[config.mk]
export PLATFORM = sky130hd
export DESIGN_NAME = sdfa_neuron_core_flat
export DESIGN_NICKNAME = d
export VERILOG_FILES = /design/src/rtl/sdfa_neuron_core_if.sv /design/src/rtl/sdfa_neuron_core.sv /design/src/flat_wrapper.sv
export SDC_FILE = /design/constraint.sdc
export NUM_CORES = 1
export LEC_CHECK = 0
export BUFFER_PORTS_ARGS = -buffer_cell sky130_fd_sc_hd__buf_2
export CAP_MARGIN = 10
export CORE_MARGIN = 2
export CORE_UTILIZATION = 40
export DETAILED_ROUTE_END_ITERATION = 10
export GPL_ROUTABILITY_DRIVEN = 0
export PLACE_DENSITY = 0.76
export SLEW_MARGIN = 0
export SYNTH_ARGS = -nofsm -noshare
export SYNTH_HDL_FRONTEND = slang
export SYNTH_SLANG_ARGS = --single-unit
[constraint.sdc]
create_clock -name clk -period 2.41 [get_ports clk]
set_input_delay 0.6025 -clock clk [delete_from_list [all_inputs] [get_ports clk]]
set_output_delay 0.6025 -clock clk [all_outputs]
set_load 0.01 [all_outputs]
[src/rtl/sdfa_neuron_core_if.sv]
// Bus between the array controller and one neuron lane: spike/weight
// stream and window controls in, membrane sum and window-done flag out.
interface sdfa_neuron_core_if #(
    parameter int unsigned W_WIDTH   = 9,
    parameter int unsigned SUM_WIDTH = 10
);
    logic                 cal_en;
    logic                 new_block;
    logic                 read_done;
    logic                 input_spike;
    logic [W_WIDTH-1:0]   weight;
    logic [SUM_WIDTH-1:0] sum;
    logic                 cal_done;

    // Controller side
    modport master (
        output cal_en, new_block, read_done, input_spike, weight,
        input  sum, cal_done
    );

    // Neuron side
    modport slave (
        input  cal_en, new_block, read_done, input_spike, weight,
        output sum, cal_done
    );
endinterface

[src/rtl/sdfa_neuron_core.sv]
// Single integrate neuron: saturating signed accumulation of spike-gated
// weights over a calculation window, with a done flag on window close.
module sdfa_neuron_core #(
    parameter int unsigned W_WIDTH   = 9,
    parameter int unsigned SUM_WIDTH = 10
) (
    input  logic                  clk,
    input  logic                  rstn,
    sdfa_neuron_core_if.slave     bus
);
    // One guard bit so the add can never wrap before clamping
    localparam int unsigned EXT_WIDTH = SUM_WIDTH + 1;

    localparam logic signed [EXT_WIDTH-1:0] SUM_MAX =
        {2'b00, {(SUM_WIDTH-1){1'b1}}};
    localparam logic signed [EXT_WIDTH-1:0] SUM_MIN =
        {2'b11, {(SUM_WIDTH-1){1'b0}}};

    logic [SUM_WIDTH-1:0]        sum_q, sum_d;
    logic                        cal_done_q, cal_done_d;
    logic                        cal_en_d;
    logic                        accept;
    logic signed [EXT_WIDTH-1:0] weight_ext;
    logic signed [EXT_WIDTH-1:0] sum_ext;
    logic signed [EXT_WIDTH-1:0] sum_add;
    logic [SUM_WIDTH-1:0]        sum_sat;
    logic [SUM_WIDTH-1:0]        weight_sum;

    assign accept     = bus.cal_en & bus.input_spike;
    assign weight_ext = {{(EXT_WIDTH-W_WIDTH){bus.weight[W_WIDTH-1]}}, bus.weight};
    assign weight_sum = weight_ext[SUM_WIDTH-1:0];
    assign sum_ext    = {sum_q[SUM_WIDTH-1], sum_q};
    assign sum_add    = sum_ext + weight_ext;

    // Clamp the widened sum into the representable signed range
    always_comb begin
        sum_sat = sum_add[SUM_WIDTH-1:0];
        if (sum_add > SUM_MAX) begin
            sum_sat = SUM_MAX[SUM_WIDTH-1:0];
        end else if (sum_add < SUM_MIN) begin
            sum_sat = SUM_MIN[SUM_WIDTH-1:0];
        end
    end

    // Next-state: new_block > read_done > accumulate for sum; clears beat window-close set for done
    always_comb begin
        sum_d      = sum_q;
        cal_done_d = cal_done_q;
        if (bus.new_block) begin
            sum_d = accept ? weight_sum : '0;
        end else if (bus.read_done) begin
            sum_d = '0;
        end else if (accept) begin
            sum_d = sum_sat;
        end
        if (bus.new_block || bus.read_done) begin
            cal_done_d = 1'b0;
        end else if (cal_en_d && !bus.cal_en) begin
            cal_done_d = 1'b1;
        end
    end

    // State registers; rstn is an active-high synchronous clear
    always_ff @(posedge clk) begin
        if (rstn) begin
            sum_q      <= '0;
            cal_done_q <= 1'b0;
            cal_en_d   <= 1'b0;
        end else begin
            sum_q      <= sum_d;
            cal_done_q <= cal_done_d;
            cal_en_d   <= bus.cal_en;
        end
    end

    assign bus.sum      = sum_q;
    assign bus.cal_done = cal_done_q;
endmodule

[src/flat_wrapper.sv]
// flat-port wrapper written by rule: the top's interface ports become plain ports
module sdfa_neuron_core_flat 
#(
    parameter int unsigned W_WIDTH   = 9,
    parameter int unsigned SUM_WIDTH = 10
)
  (clk, rstn, bus_cal_en, bus_new_block, bus_read_done, bus_input_spike, bus_weight, bus_sum, bus_cal_done);
  sdfa_neuron_core_if #(.W_WIDTH(W_WIDTH), .SUM_WIDTH(SUM_WIDTH)) bus_i ();
  input  logic clk;
  input  logic rstn;
  input wire logic [$bits(bus_i.cal_en)-1:0] bus_cal_en;
  input wire logic [$bits(bus_i.new_block)-1:0] bus_new_block;
  input wire logic [$bits(bus_i.read_done)-1:0] bus_read_done;
  input wire logic [$bits(bus_i.input_spike)-1:0] bus_input_spike;
  input wire logic [$bits(bus_i.weight)-1:0] bus_weight;
  output wire logic [$bits(bus_i.sum)-1:0] bus_sum;
  output wire logic [$bits(bus_i.cal_done)-1:0] bus_cal_done;
  assign bus_i.cal_en = bus_cal_en;
  assign bus_i.new_block = bus_new_block;
  assign bus_i.read_done = bus_read_done;
  assign bus_i.input_spike = bus_input_spike;
  assign bus_i.weight = bus_weight;
  assign bus_sum = bus_i.sum;
  assign bus_cal_done = bus_i.cal_done;
  sdfa_neuron_core #(.W_WIDTH(W_WIDTH), .SUM_WIDTH(SUM_WIDTH)) u_core (.clk(clk), .rstn(rstn), .bus(bus_i));
endmodule
# After elaboration in Yosys (flattened, before gate mapping)

Index checks and enable logic that the tools add are counted.

Add/sub/neg operators: 1
Order comparisons: 2
Multiplexer cells: 6
Bitwise operators: 1
Reductions and logical operators: 5

Operators by type and width:

| cell                   | count |
|---|---|
| $mux W10               | 6 |
| $add A10 B9 Y11        | 1 |
| $gt A11 B10 Y1 const B | 1 |
| $lt A11 B10 Y1 const B | 1 |
| $reduce_bool A3 Y1     | 1 |
| $reduce_or A2 Y1       | 1 |
| $and A1 B1 Y1          | 1 |
| $logic_and A1 B1 Y1    | 1 |
| $logic_not A1 Y1       | 1 |
| $logic_or A1 B1 Y1     | 1 |

Bits in registers: 12
Word-level logic and storage cells: 18

# Depth between registers and ports, before layout

Gate-level depths: netlist of the first run.

Depth in word-level cells: 7
Depth in mapped cells: 9
Depth with buffers taken out: 9

# Least setup slack after synthesis of the first run

OpenSTA, ideal clock, no wires.

Kind: input port to flip-flop
From: in bus_weight[0]
To: reg u_core.sum_q[1] (netlist: u_core.bus.sum[1])
Library setup time: 0.103 ns
Arrival: 2.351 ns
Data required time: 2.307 ns
Slack: -0.044 ns
Cell stages on the path: 9
Path through: ha_1 inv_1 fa_1 nor2b_1 o2111a_1 o21ai_4 a211oi_4 nor3_1 a2111oi_2

Cells in the longest elaborated chain, start to end: 7

RTL lines:

| item                 | RTL line               | text |
|---|---|---|
| start, declared      | flat_wrapper.sv:15     | `input wire logic [$bits(bus_i.weight)-1:0] bus_weight;` |
| $add A10 B9 Y11 (*)  | sdfa_neuron_core.sv:33 | `assign sum_add = sum_ext + weight_ext;` |
| $lt A11 B10 Y1       | sdfa_neuron_core.sv:40 | `end else if (sum_add < SUM_MIN) begin` |
| $mux W10             | sdfa_neuron_core.sv:40 |  |
| $mux W10 (*)         | sdfa_neuron_core.sv:38 | `if (sum_add > SUM_MAX) begin` |
| $mux W10 (*)         | sdfa_neuron_core.sv:53 | `end else if (accept) begin` |
| $mux W10 (*)         | sdfa_neuron_core.sv:51 | `end else if (bus.read_done) begin` |
| $mux W10 (*)         | sdfa_neuron_core.sv:49 | `if (bus.new_block) begin` |
| end signal, assigned | sdfa_neuron_core.sv:70 | `sum_q <= sum_d;` |
| end, declared        | sdfa_neuron_core.sv:19 | `logic [SUM_WIDTH-1:0] sum_q, sum_d;` |

Every way passes the cells marked *; elsewhere a longest branch is shown, timed or not. The select of a mux whose other input is x is not followed.
A chain may end at the register's enable or synchronous reset.

# Worst setup path in the final report of the first run

From: in bus_weight[0]
To: reg u_core.sum_q[0] (netlist: u_core.bus.sum[0])

Cells in the longest elaborated chain, start to end: 7

RTL lines:

| item            | RTL line |
|---|---|
| $add A10 B9 Y11 | sdfa_neuron_core.sv:33 |
| $lt A11 B10 Y1  | sdfa_neuron_core.sv:40 |
| $mux W10        | sdfa_neuron_core.sv:40 |
| $mux W10        | sdfa_neuron_core.sv:38 |
| $mux W10        | sdfa_neuron_core.sv:53 |
| $mux W10        | sdfa_neuron_core.sv:51 |
| $mux W10 (*)    | sdfa_neuron_core.sv:49 |

Marked as above.

==> reports/qor.csv, run 1 <==
metric,value,unit
total negative slack,0,ns
# clock sinks,12,
CP Capture Type,flip-flop,
DP HPWL,2.51,mm
IO buf count,25,
CP startpoint kind,input pin,
depth of the most critical reg-to-reg path,10,
starting DRC count in detailed routing,19,
worst hold start,u_core.bus.sum[4]$_SDFFE_PP0P_,
antenna violations before repair,0,
worst slew pin tran,0.434,ns
DRT Pass-1 Iters,4,
die width,57.5,um
clock power share,23.7,%
yosys warns,0,
share of cells above drive strength 1,40.0,%
crit path time final,2.37,ns
Overflow after GRT,0,
Slew headroom,71.0,%
drt via density,5.75,
reg-to-reg setup timing slack,0.07,ns
Tot Pwr,711,uW
GRT Util Overall,20.3,%
Post CTS Setup Buffer Count,0,
hold violation total from the final report,0,
"Hold-fix buffers, CTS",0,
Pint,455,uW
num rows,19,
PostCTS Resize Cnt,0,
Post-synth EDFFs,0,
Hold EP,u_core.bus.sum[4]$_SDFFE_PP0P_,
Synth Area in XOR/XNOR,2.30,%
Final Routed Wirelength,3.08,mm
dominant synthesized flop cell,dfxtp_1,
"Slew Viols, Final",0,
final worst-path cycle share,98.4,%
Via Count,1242,
residual DRC count,0,
status,"finished, final reports clean",
Sw Pwr,256,uW
largest net degree at the start of global routing,13,
number of global-route vias before repair,1274,
Synth Register Bits,12,
Synth cell types,48,
worst path required time,2.60,ns
Post-Synth Adder-Cell Area,12.7,%
Initial Util,41.9,%
first-pass GRT wire length,5.37,mm
Max Root-Sink Buffers,2,
pwr/cell area,460,nW/um^2
Arrival @ worst endpoint,2.56,ns
"CTS clk-pin slew, worst paths",0.08,ns
antenna fix cells,0,
I/O pins,26,
most instantiated cells after synthesis,"nor2_1, dfxtp_1, ha_1, a21oi_1, nand2_1",
Async SR Flop Fraction,0,%
Die Y-Extent,57.5,um
CTS tree,done,
sequential share of the synthesized area,21.0,%
Achievable Freq,0.422,GHz
post-route cell area,1550,um^2
Net Sw Frac,36.0,%
clock latency on the worst-skew pair,0.28,ns
r2r startpoint,u_core.bus.sum[0]$_SDFFE_PP0P_,
post-synthesis cell count,134,
"top cells by area, synth","dfxtp_1, ha_1, nor2_1",
DRT antenna net count,0,
Die ar.,3310,um^2
Hold Path Class,reg -> reg,
cell area after synthesis,1140,um^2
area share of and/or/nand/nor cells after synthesis,21.0,%
Static Leak,0.720,nW
max-cap viol count,0,
peak supply drop,0.000371,V
dpl cell area,1500,um^2
Synth area leader,dfxtp_1,
TritonCTS Buffers,3,
P&R area growth vs syn,35.0,%
top-area cell type share of the netlist area,21.0,%
H-tree depth,1,
Worst Skew,0.00382,ns
Mapped Nets,160,
hold depth,2,
Critical Path Fanout Max,3,
Synth Area per Inst,8.54,um^2
combinational group share of total power,44.5,%
endpoints failing setup,0,
nets@finish,212,
core area,2730,um^2
top-count cell post-synth,nor2_1,
multiplexer share of the synthesized area,0,%
Synth Area in Compound Gates,39.3,%
Sequential Power Share,31.8,%
RR Endpoint,u_core.bus.sum[0]$_SDFFE_PP0P_,
main combinational cell family by area after synthesis,compound AO/OA/AOI/OAI gates,
RSZ-0062 raised after global routing,true,
critical path type,in -> reg,
wire per inst,14.3,um
clock root buffer,clkbuf_4,
kinds of logic after synthesis:
kind of cell             after synthesis
AND/OR/NAND/NOR                       49
buffers and inverters                 11
AO/OA/AOI/OAI                         48
XOR/XNOR                               3
adder cells (fa/ha/maj)               11
flip-flops                            12
cell type report:
type | instances | area, um^2
inverters | 7 | 26.3
repair buffers | 51 | 320
clock buffers | 4 | 36.3
flip-flops and latches | 12 | 240
fillers | 249 | 1190
well taps | 31 | 38.8
multi-input cells | 111 | 883
per-layer routing:
metal	up-vias	GRT usage [%]	share of wire, %
met4	0	5.65	1.2
met2	18	36.7	53
met1	603	24.0	43
li1	615	-	-
met3	6	4.31	2.9
met5	-	0	0
registers in the layout (all words and copies together), names as in the netlist:
signal	count
u_core.cal_en_d	1
u_core.bus.cal_done	1
u_core.bus.sum	10
through the flow:
stage                     hold WS [ns]  worst slack [ns]  util (%)  std cells
after floorplan                  0.486            0.0217         -        134
after global placement           0.493            -0.156      54.8        212
after detailed placement         0.519            -0.250      54.8        212
after CTS                        0.530            0.0576      56.1        216
after global routing             0.547           -0.0328      56.5        216
final                            0.533            0.0392      56.5        216
cells in the final DEF (no fill, tap or decap), types with 3 or more instances in the layout:
master    netlist  final
buf_4           0     26
buf_2           1     25
nor2_1         15     15
dfxtp_1        12     12
ha_1           10     10
a21oi_1         9      9
nand2_1         9      9
inv_1           7      7
nor3_1          7      7
a211oi_1        5      5
and3_1          4      4
o21a_1          4      4
a32oi_1         4      4
nand3_1         3      3
clkbuf_4        0      3
how the worst max path moves through the flow:
stage	start	endpoint	depth (start not counted)
2_1_floorplan	bus_weight[0]	u_core.bus.sum[1]$_SDFFE_PP0P_	9
3_3_place_gp	bus_weight[0]	u_core.bus.sum[1]$_SDFFE_PP0P_	11
3_5_place_dp	bus_weight[0]	u_core.bus.sum[7]$_SDFFE_PP0P_	10
4_1_cts	bus_weight[0]	u_core.bus.sum[7]$_SDFFE_PP0P_	10
5_1_grt	bus_weight[0]	u_core.bus.sum[0]$_SDFFE_PP0P_	11
6_report	bus_weight[0]	u_core.bus.sum[0]$_SDFFE_PP0P_	11
worst max-delay path, cell delays in order:
cell	delay, ns
buf_2	0.09
ha_1	0.17
inv_1	0.06
fa_2	0.36
nor2b_2	0.16
o2111a_2	0.24
o21ai_4	0.07
a211oi_4	0.26
buf_4	0.18
nor4b_2	0.05
a2111oi_2	0.32
power by group through the flow:
stage	registers, mW	clock network [mW]	logic [mW]
6_report	0.226	0.168	0.317
5_1_grt	0.228	0.180	0.349
3_5_place_dp	0.231	0	0.312
2_1_floorplan	0.236	0	0.192
4_1_cts	0.226	0.169	0.314
3_3_place_gp	0.230	0	0.302
Power figures use the tool's default switching activity.
==> run 2: changes to the inputs <==
- CORE_ASPECT_RATIO: unset -> 0.9
- MAX_ROUTING_LAYER: unset -> met4
==> reports/qor.csv, run 2 (synthesis results as in run 1) <==
metric,value,unit,change
Critical Path Fanout Max,6,,was 3
Die ar.,3310,um^2,about the same
nets@finish,212,,unchanged
max-cap viol count,0,,unchanged
clock latency on the worst-skew pair,0.28,ns,about the same
Post-Layout Cell Count,224,,was 216
DRT antenna net count,0,,unchanged
Die Y-Extent,54.8,um,was 57.5 um
TritonCTS Buffers,3,,unchanged
Final Routed Wirelength,3.18,mm,was 3.08 mm
"slowest stage delay, CP",0.36,ns,about the same
CP startpoint kind,input pin,,unchanged
num rows,18,,was 19
antenna fix cells,0,,unchanged
# clock sinks,12,,unchanged
antenna violations before repair,0,,unchanged
IO buf count,25,,unchanged
GRT Util Overall,20.9,%,was 20.3%
Slew headroom,66.8,%,was 71.0%
P&R area growth vs syn,35.2,%,was 35.0%
placed cells,220,,was 212
Max Root-Sink Buffers,2,,unchanged
crit path time final,2.35,ns,was 2.37 ns
worst hold slack,0.519,ns,was 0.533 ns
CTS tree,done,,unchanged
worst slew pin tran,0.496,ns,was 0.434 ns
final worst-path cycle share,97.3,%,was 98.4%
Via Count,1259,,was 1242
DP HPWL,2.52,mm,was 2.51 mm
die width,60.4,um,was 57.5 um
most frequent cells in the layout,"buf_4, buf_2, nor2_1",,unchanged
Setup crit start,bus_weight[0],,unchanged
drt via density,5.62,,was 5.75
wire per inst,14.2,um,was 14.3 um
dpl cell area,1500,um^2,about the same
critical path type,in -> reg,,unchanged
I/O pins,26,,unchanged
Static Leak,0.714,nW,was 0.720 nW
first-pass GRT wire length,5.07,mm,was 5.37 mm
status,"finished, final reports clean",,unchanged
H-tree depth,1,,unchanged
Worst Skew,0.00860,ns,was 0.00382 ns
ordered list of cells on the worst path,"buf_2, ha_1, inv_1, fa_2, nor2b_2, o2111a_2, o21ai_4, a211oi_4, o31ai_4, a311oi_2",,"was buf_2, ha_1, inv_1, fa_2, nor2b_2, o2111a_2, o21ai_4, a211oi_4, buf_4, nor4b_2, a2111oi_2"
pwr/cell area,443,nW/um^2,was 460 nW/um^2
"most common cell after layout, fill and taps aside",buf_4,,unchanged
clock root buffer,clkbuf_4,,unchanged
number of flip-flops in the largest register,10,,unchanged
total negative slack,0,ns,unchanged
worst path required time,2.60,ns,about the same
CP Capture Type,flip-flop,,unchanged
Initial Util,42.0,%,was 41.9%
hold violation total from the final report,0,,unchanged
residual DRC count,0,,unchanged
fin util,56.8,%,was 56.5%
number of global-route vias before repair,1241,,was 1274
worst hold start,u_core.bus.cal_done$_SDFFE_PP0P_,,was u_core.bus.sum[4]$_SDFFE_PP0P_
largest net degree at the start of global routing,13,,unchanged
DRT Pass-1 Iters,4,,unchanged
"slowest stage cell, crit path",fa_2,,unchanged
"Slew Viols, Final",0,,unchanged
share of cells above drive strength 1,40.2,%,was 40.0%
Overflow after GRT,0,,unchanged
starting DRC count in detailed routing,43,,was 19
r2r startpoint,u_core.bus.sum[0]$_SDFFE_PP0P_,,unchanged
Achievable Freq,0.426,GHz,was 0.422 GHz
core area,2730,um^2,about the same
endpoints failing setup,0,,unchanged
Hold Path Class,reg -> reg,,unchanged
"CTS clk-pin slew, worst paths",0.09,ns,was 0.08 ns
peak supply drop,0.000295,V,was 0.000371 V
Arrival @ worst endpoint,2.54,ns,was 2.56 ns
post-route cell area,1550,um^2,about the same
-- run 2: cell count changes in the layout (fill, tap and decap cells not counted) --
cell	previous run	this run
nor3_1	7	6
clkbuf_8	1	0
nor3_2	1	2
-- run 2: path summary, 6_finish.rpt --
check	endpoint	slack, ns	depth (start not counted)
worst max register to register	u_core.bus.sum[8]$_SDFFE_PP0P_	0.09	9
worst min register to register	u_core.bus.cal_done$_SDFFE_PP0P_	0.52	2
worst max-delay path	u_core.bus.sum[8]$_SDFFE_PP0P_	0.06	10
worst min-delay path	u_core.bus.cal_done$_SDFFE_PP0P_	0.52	2
-- run 2: metrics by stage --
step	power, mW	worst slack [ns]
after global routing	0.730	-0.00789
after detailed placement	0.548	-0.260
after CTS	0.679	0.0325
after global placement	0.535	-0.144
after floorplan	0.427	0.0217
final	0.685	0.0640
-- run 2: area by class of cell --
type	instances	area, um^2
Fill cell	262	1180
Multi-Input combinational cell	111	888
Timing Repair Buffer	51	320
Sequential cell	12	240
Tap cell	40	50.0
Inverter	7	26.3
Clock buffer	3	22.5
-- run 2: routing by layer --
metal  up-vias  track usage, %  wire length (um)
li1        618               -                 -
met1       580            22.3              1330
met2        59            39.5              1620
met3         2            5.67               226
met4         0            2.96                 8
met5         -               -                 0
-- run 2: repair_timing --
action                                  CTS  global route
resized for setup                         0             3
endpoints found under the setup margin    0             7
setup buffers                             0             1
hold buffers                              0             0
-- run 2: worst max-delay path, delay by kind of cell --
family	cells	cell delay, ns
AO/OA/AOI/OAI	5	1.13
adder cells (fa/ha/maj)	2	0.51
buffers and inverters	2	0.15
AND/OR/NAND/NOR	1	0.15
-- run 2: report_power, final --
part           switching, mW  internal, mW
logic                  0.171         0.155
clock network         0.0747        0.0580
registers             0.0123         0.214
total                  0.258         0.427
==> run 3: changes to the inputs <==
==> constraint.sdc (replaced) <==
create_clock -name clk -period 2.41 [get_ports clk]
set_input_delay 0.3615 -clock clk [delete_from_list [all_inputs] [get_ports clk]]
set_output_delay 0.3615 -clock clk [all_outputs]
set_load 0.01 [all_outputs]
==> reports/qor.csv, run 3 (synthesis results as in run 1) <==
metric,value,unit,change
status,"finished, final reports clean",,unchanged
share of cells above drive strength 1,32.9,%,was 40.2%
post-route cell area,1390,um^2,was 1550 um^2
final worst-path cycle share,96.9,%,was 97.3%
Fillers,270,,was 262
DRT Pass-1 Iters,4,,unchanged
Static Leak,0.612,nW,was 0.714 nW
Final Routed Wirelength,2.92,mm,was 3.18 mm
Tot Pwr,633,uW,was 685 uW
clock root buffer,clkbuf_4,,unchanged
worst hold slack,0.360,ns,was 0.519 ns
peak supply drop,0.000363,V,was 0.000295 V
placed cells,200,,was 220
largest net degree at the start of global routing,13,,unchanged
reg-to-reg setup timing slack,0.07,ns,was 0.09 ns
"CTS clk-pin slew, worst paths",0.08,ns,was 0.09 ns
first-pass GRT wire length,4.59,mm,was 5.07 mm
# clock sinks,12,,unchanged
drt via density,5.72,,was 5.62
clock latency on the worst-skew pair,0.27,ns,was 0.28 ns
hold depth,3,,was 2
"slowest stage delay, CP",0.56,ns,was 0.36 ns
die width,60.4,um,unchanged
Overflow after GRT,0,,unchanged
starting DRC count in detailed routing,51,,was 43
CP startpoint kind,flip-flop,,was input pin
core area,2730,um^2,unchanged
P&R area growth vs syn,21.0,%,was 35.2%
Max Root-Sink Buffers,2,,unchanged
number of global-route vias before repair,1061,,was 1241
"most common cell after layout, fill and taps aside",buf_2,,was buf_4
CP Capture Type,flip-flop,,unchanged
Die Y-Extent,54.8,um,unchanged
antenna fix cells,0,,unchanged
Arrival @ worst endpoint,2.46,ns,was 2.54 ns
Hold Path Class,in -> reg,,was reg -> reg
CTS tree,done,,unchanged
TritonCTS Buffers,3,,unchanged
hold violation total from the final report,0,,unchanged
fin util,50.8,%,was 56.8%
RR Endpoint,u_core.bus.sum[7]$_SDFFE_PP0P_,,was u_core.bus.sum[8]$_SDFFE_PP0P_
depth of the most critical reg-to-reg path,9,,unchanged
Critical Path Fanout Max,6,,unchanged
pwr/cell area,457,nW/um^2,was 443 nW/um^2
antenna violations before repair,0,,unchanged
nets@finish,192,,was 212
worst path required time,2.54,ns,was 2.60 ns
H-tree depth,1,,unchanged
"Slew Viols, Final",0,,unchanged
worst hold start,bus_cal_en,,was u_core.bus.cal_done$_SDFFE_PP0P_
Hold EP,u_core.cal_en_d$_SDFF_PP0_,,was u_core.bus.cal_done$_SDFFE_PP0P_
worst slew pin tran,0.568,ns,was 0.496 ns
Worst Skew,0.00360,ns,was 0.00860 ns
endpoints failing setup,0,,unchanged
num rows,18,,unchanged
r2r startpoint,u_core.bus.sum[0]$_SDFFE_PP0P_,,unchanged
Via Count,1167,,was 1259
Slew headroom,61.9,%,was 66.8%
I/O pins,26,,unchanged
ordered list of cells on the worst path,"ha_1, inv_1, fa_2, nor2b_2, o2111a_2, o21ai_4, a211oi_4, o31ai_2, a311oi_1",,"was buf_2, ha_1, inv_1, fa_2, nor2b_2, o2111a_2, o21ai_4, a211oi_4, o31ai_4, a311oi_2"
RSZ-0062 raised after global routing,false,,
max-cap viol count,0,,unchanged
crit path time final,2.34,ns,was 2.35 ns
wire per inst,14.3,um,was 14.2 um
number of flip-flops in the largest register,10,,unchanged
"slowest stage cell, crit path",o31ai_2,,was fa_2
Initial Util,42.0,%,unchanged
GRT Util Overall,19.1,%,was 20.9%
most frequent cells in the layout,"buf_2, nor2_1, dfxtp_1",,"was buf_4, buf_2, nor2_1"
residual DRC count,0,,unchanged
critical path type,reg -> reg,,was in -> reg
DRT antenna net count,0,,unchanged
IO buf count,25,,unchanged
Post-Layout Cell Count,204,,was 224
dpl cell area,1340,um^2,was 1500 um^2
Die ar.,3310,um^2,unchanged
DP HPWL,2.23,mm,was 2.52 mm
Achievable Freq,0.428,GHz,was 0.426 GHz
[run 3: cell count changes in the layout (fill, tap and decap cells not counted)]
cell / delta
o31ai_4: -1
dfxtp_2: +1
nor3_1: +1
nor3_2: -1
buf_4: -20
o31ai_2: +1
dfxtp_1: -1
[run 3: layout make-up]
class / count / area (um^2) / area share (%)
multi-input cells: 111 / 875 / 63.1
repair buffers: 31 / 170 / 12.3
well taps: 40 / 50.0 / 3.61
clock buffers: 3 / 22.5 / 1.63
flip-flops and latches: 12 / 241 / 17.4
inverters: 7 / 26.3 / 1.90
[run 3: through the flow]
step / setup TNS (ns) / worst slack (ns)
detailed placement: -0.0942 / -0.0313
finish: 0 / 0.0740
floorplan: 0 / 0.140
CTS: 0 / 0.0273
global placement: 0 / 0.0401
global route: 0 / 0.0152
[run 3: critical path: cells and delay by family, from the launching register on]
kind | cells | cell delay [ns]
buf+inv | 1 | 0.07
compound gates | 5 | 1.29
simple gates | 1 | 0.06
fa+ha+maj | 2 | 0.43
flops | 1 | 0.33
[run 3: how the worst max path moves through the flow]
stage | from | endpoint | slack (ns) | cells after the start
6_report | u_core.bus.sum[0]$_SDFFE_PP0P_ | u_core.bus.sum[7]$_SDFFE_PP0P_ | 0.07 | 9
5_1_grt | u_core.bus.sum[0]$_SDFFE_PP0P_ | u_core.bus.sum[0]$_SDFFE_PP0P_ | 0.02 | 9
4_1_cts | u_core.bus.sum[0]$_SDFFE_PP0P_ | u_core.bus.sum[0]$_SDFFE_PP0P_ | 0.03 | 9
3_5_place_dp | bus_weight[0] | u_core.bus.sum[8]$_SDFFE_PP0P_ | -0.03 | 10
3_3_place_gp | bus_weight[0] | u_core.bus.sum[8]$_SDFFE_PP0P_ | 0.04 | 10
2_1_floorplan | u_core.bus.sum[0]$_SDFFE_PP0P_ | u_core.bus.sum[1]$_SDFFE_PP0P_ | 0.14 | 9
[run 3: routing by layer]
| metal | up-vias | track usage, % | share of wire (%) |
|---|---|---|---|
| li1 | 582 | - | - |
| met1 | 549 | 23.8 | 46 |
| met2 | 32 | 32.1 | 48 |
| met3 | 4 | 4.96 | 5.1 |
| met4 | 0 | 2.59 | 0.79 |
| met5 | - | - | 0 |
[run 3: what timing repair did]
item / in CTS / in global routing
hold endpoints to repair: 0 / 0
setup buffers: 0 / 1
gates resized for setup: 0 / 5
hold buffers: 0 / 0
endpoints found under the setup margin: 0 / 8
[run 3: where the power goes]
part	leakage (nW)	internal (mW)	switching, mW
Clock	0.0138	0.0579	0.0678
Combinational	0.499	0.121	0.160
Sequential	0.0991	0.214	0.0121
Total	0.612	0.393	0.239
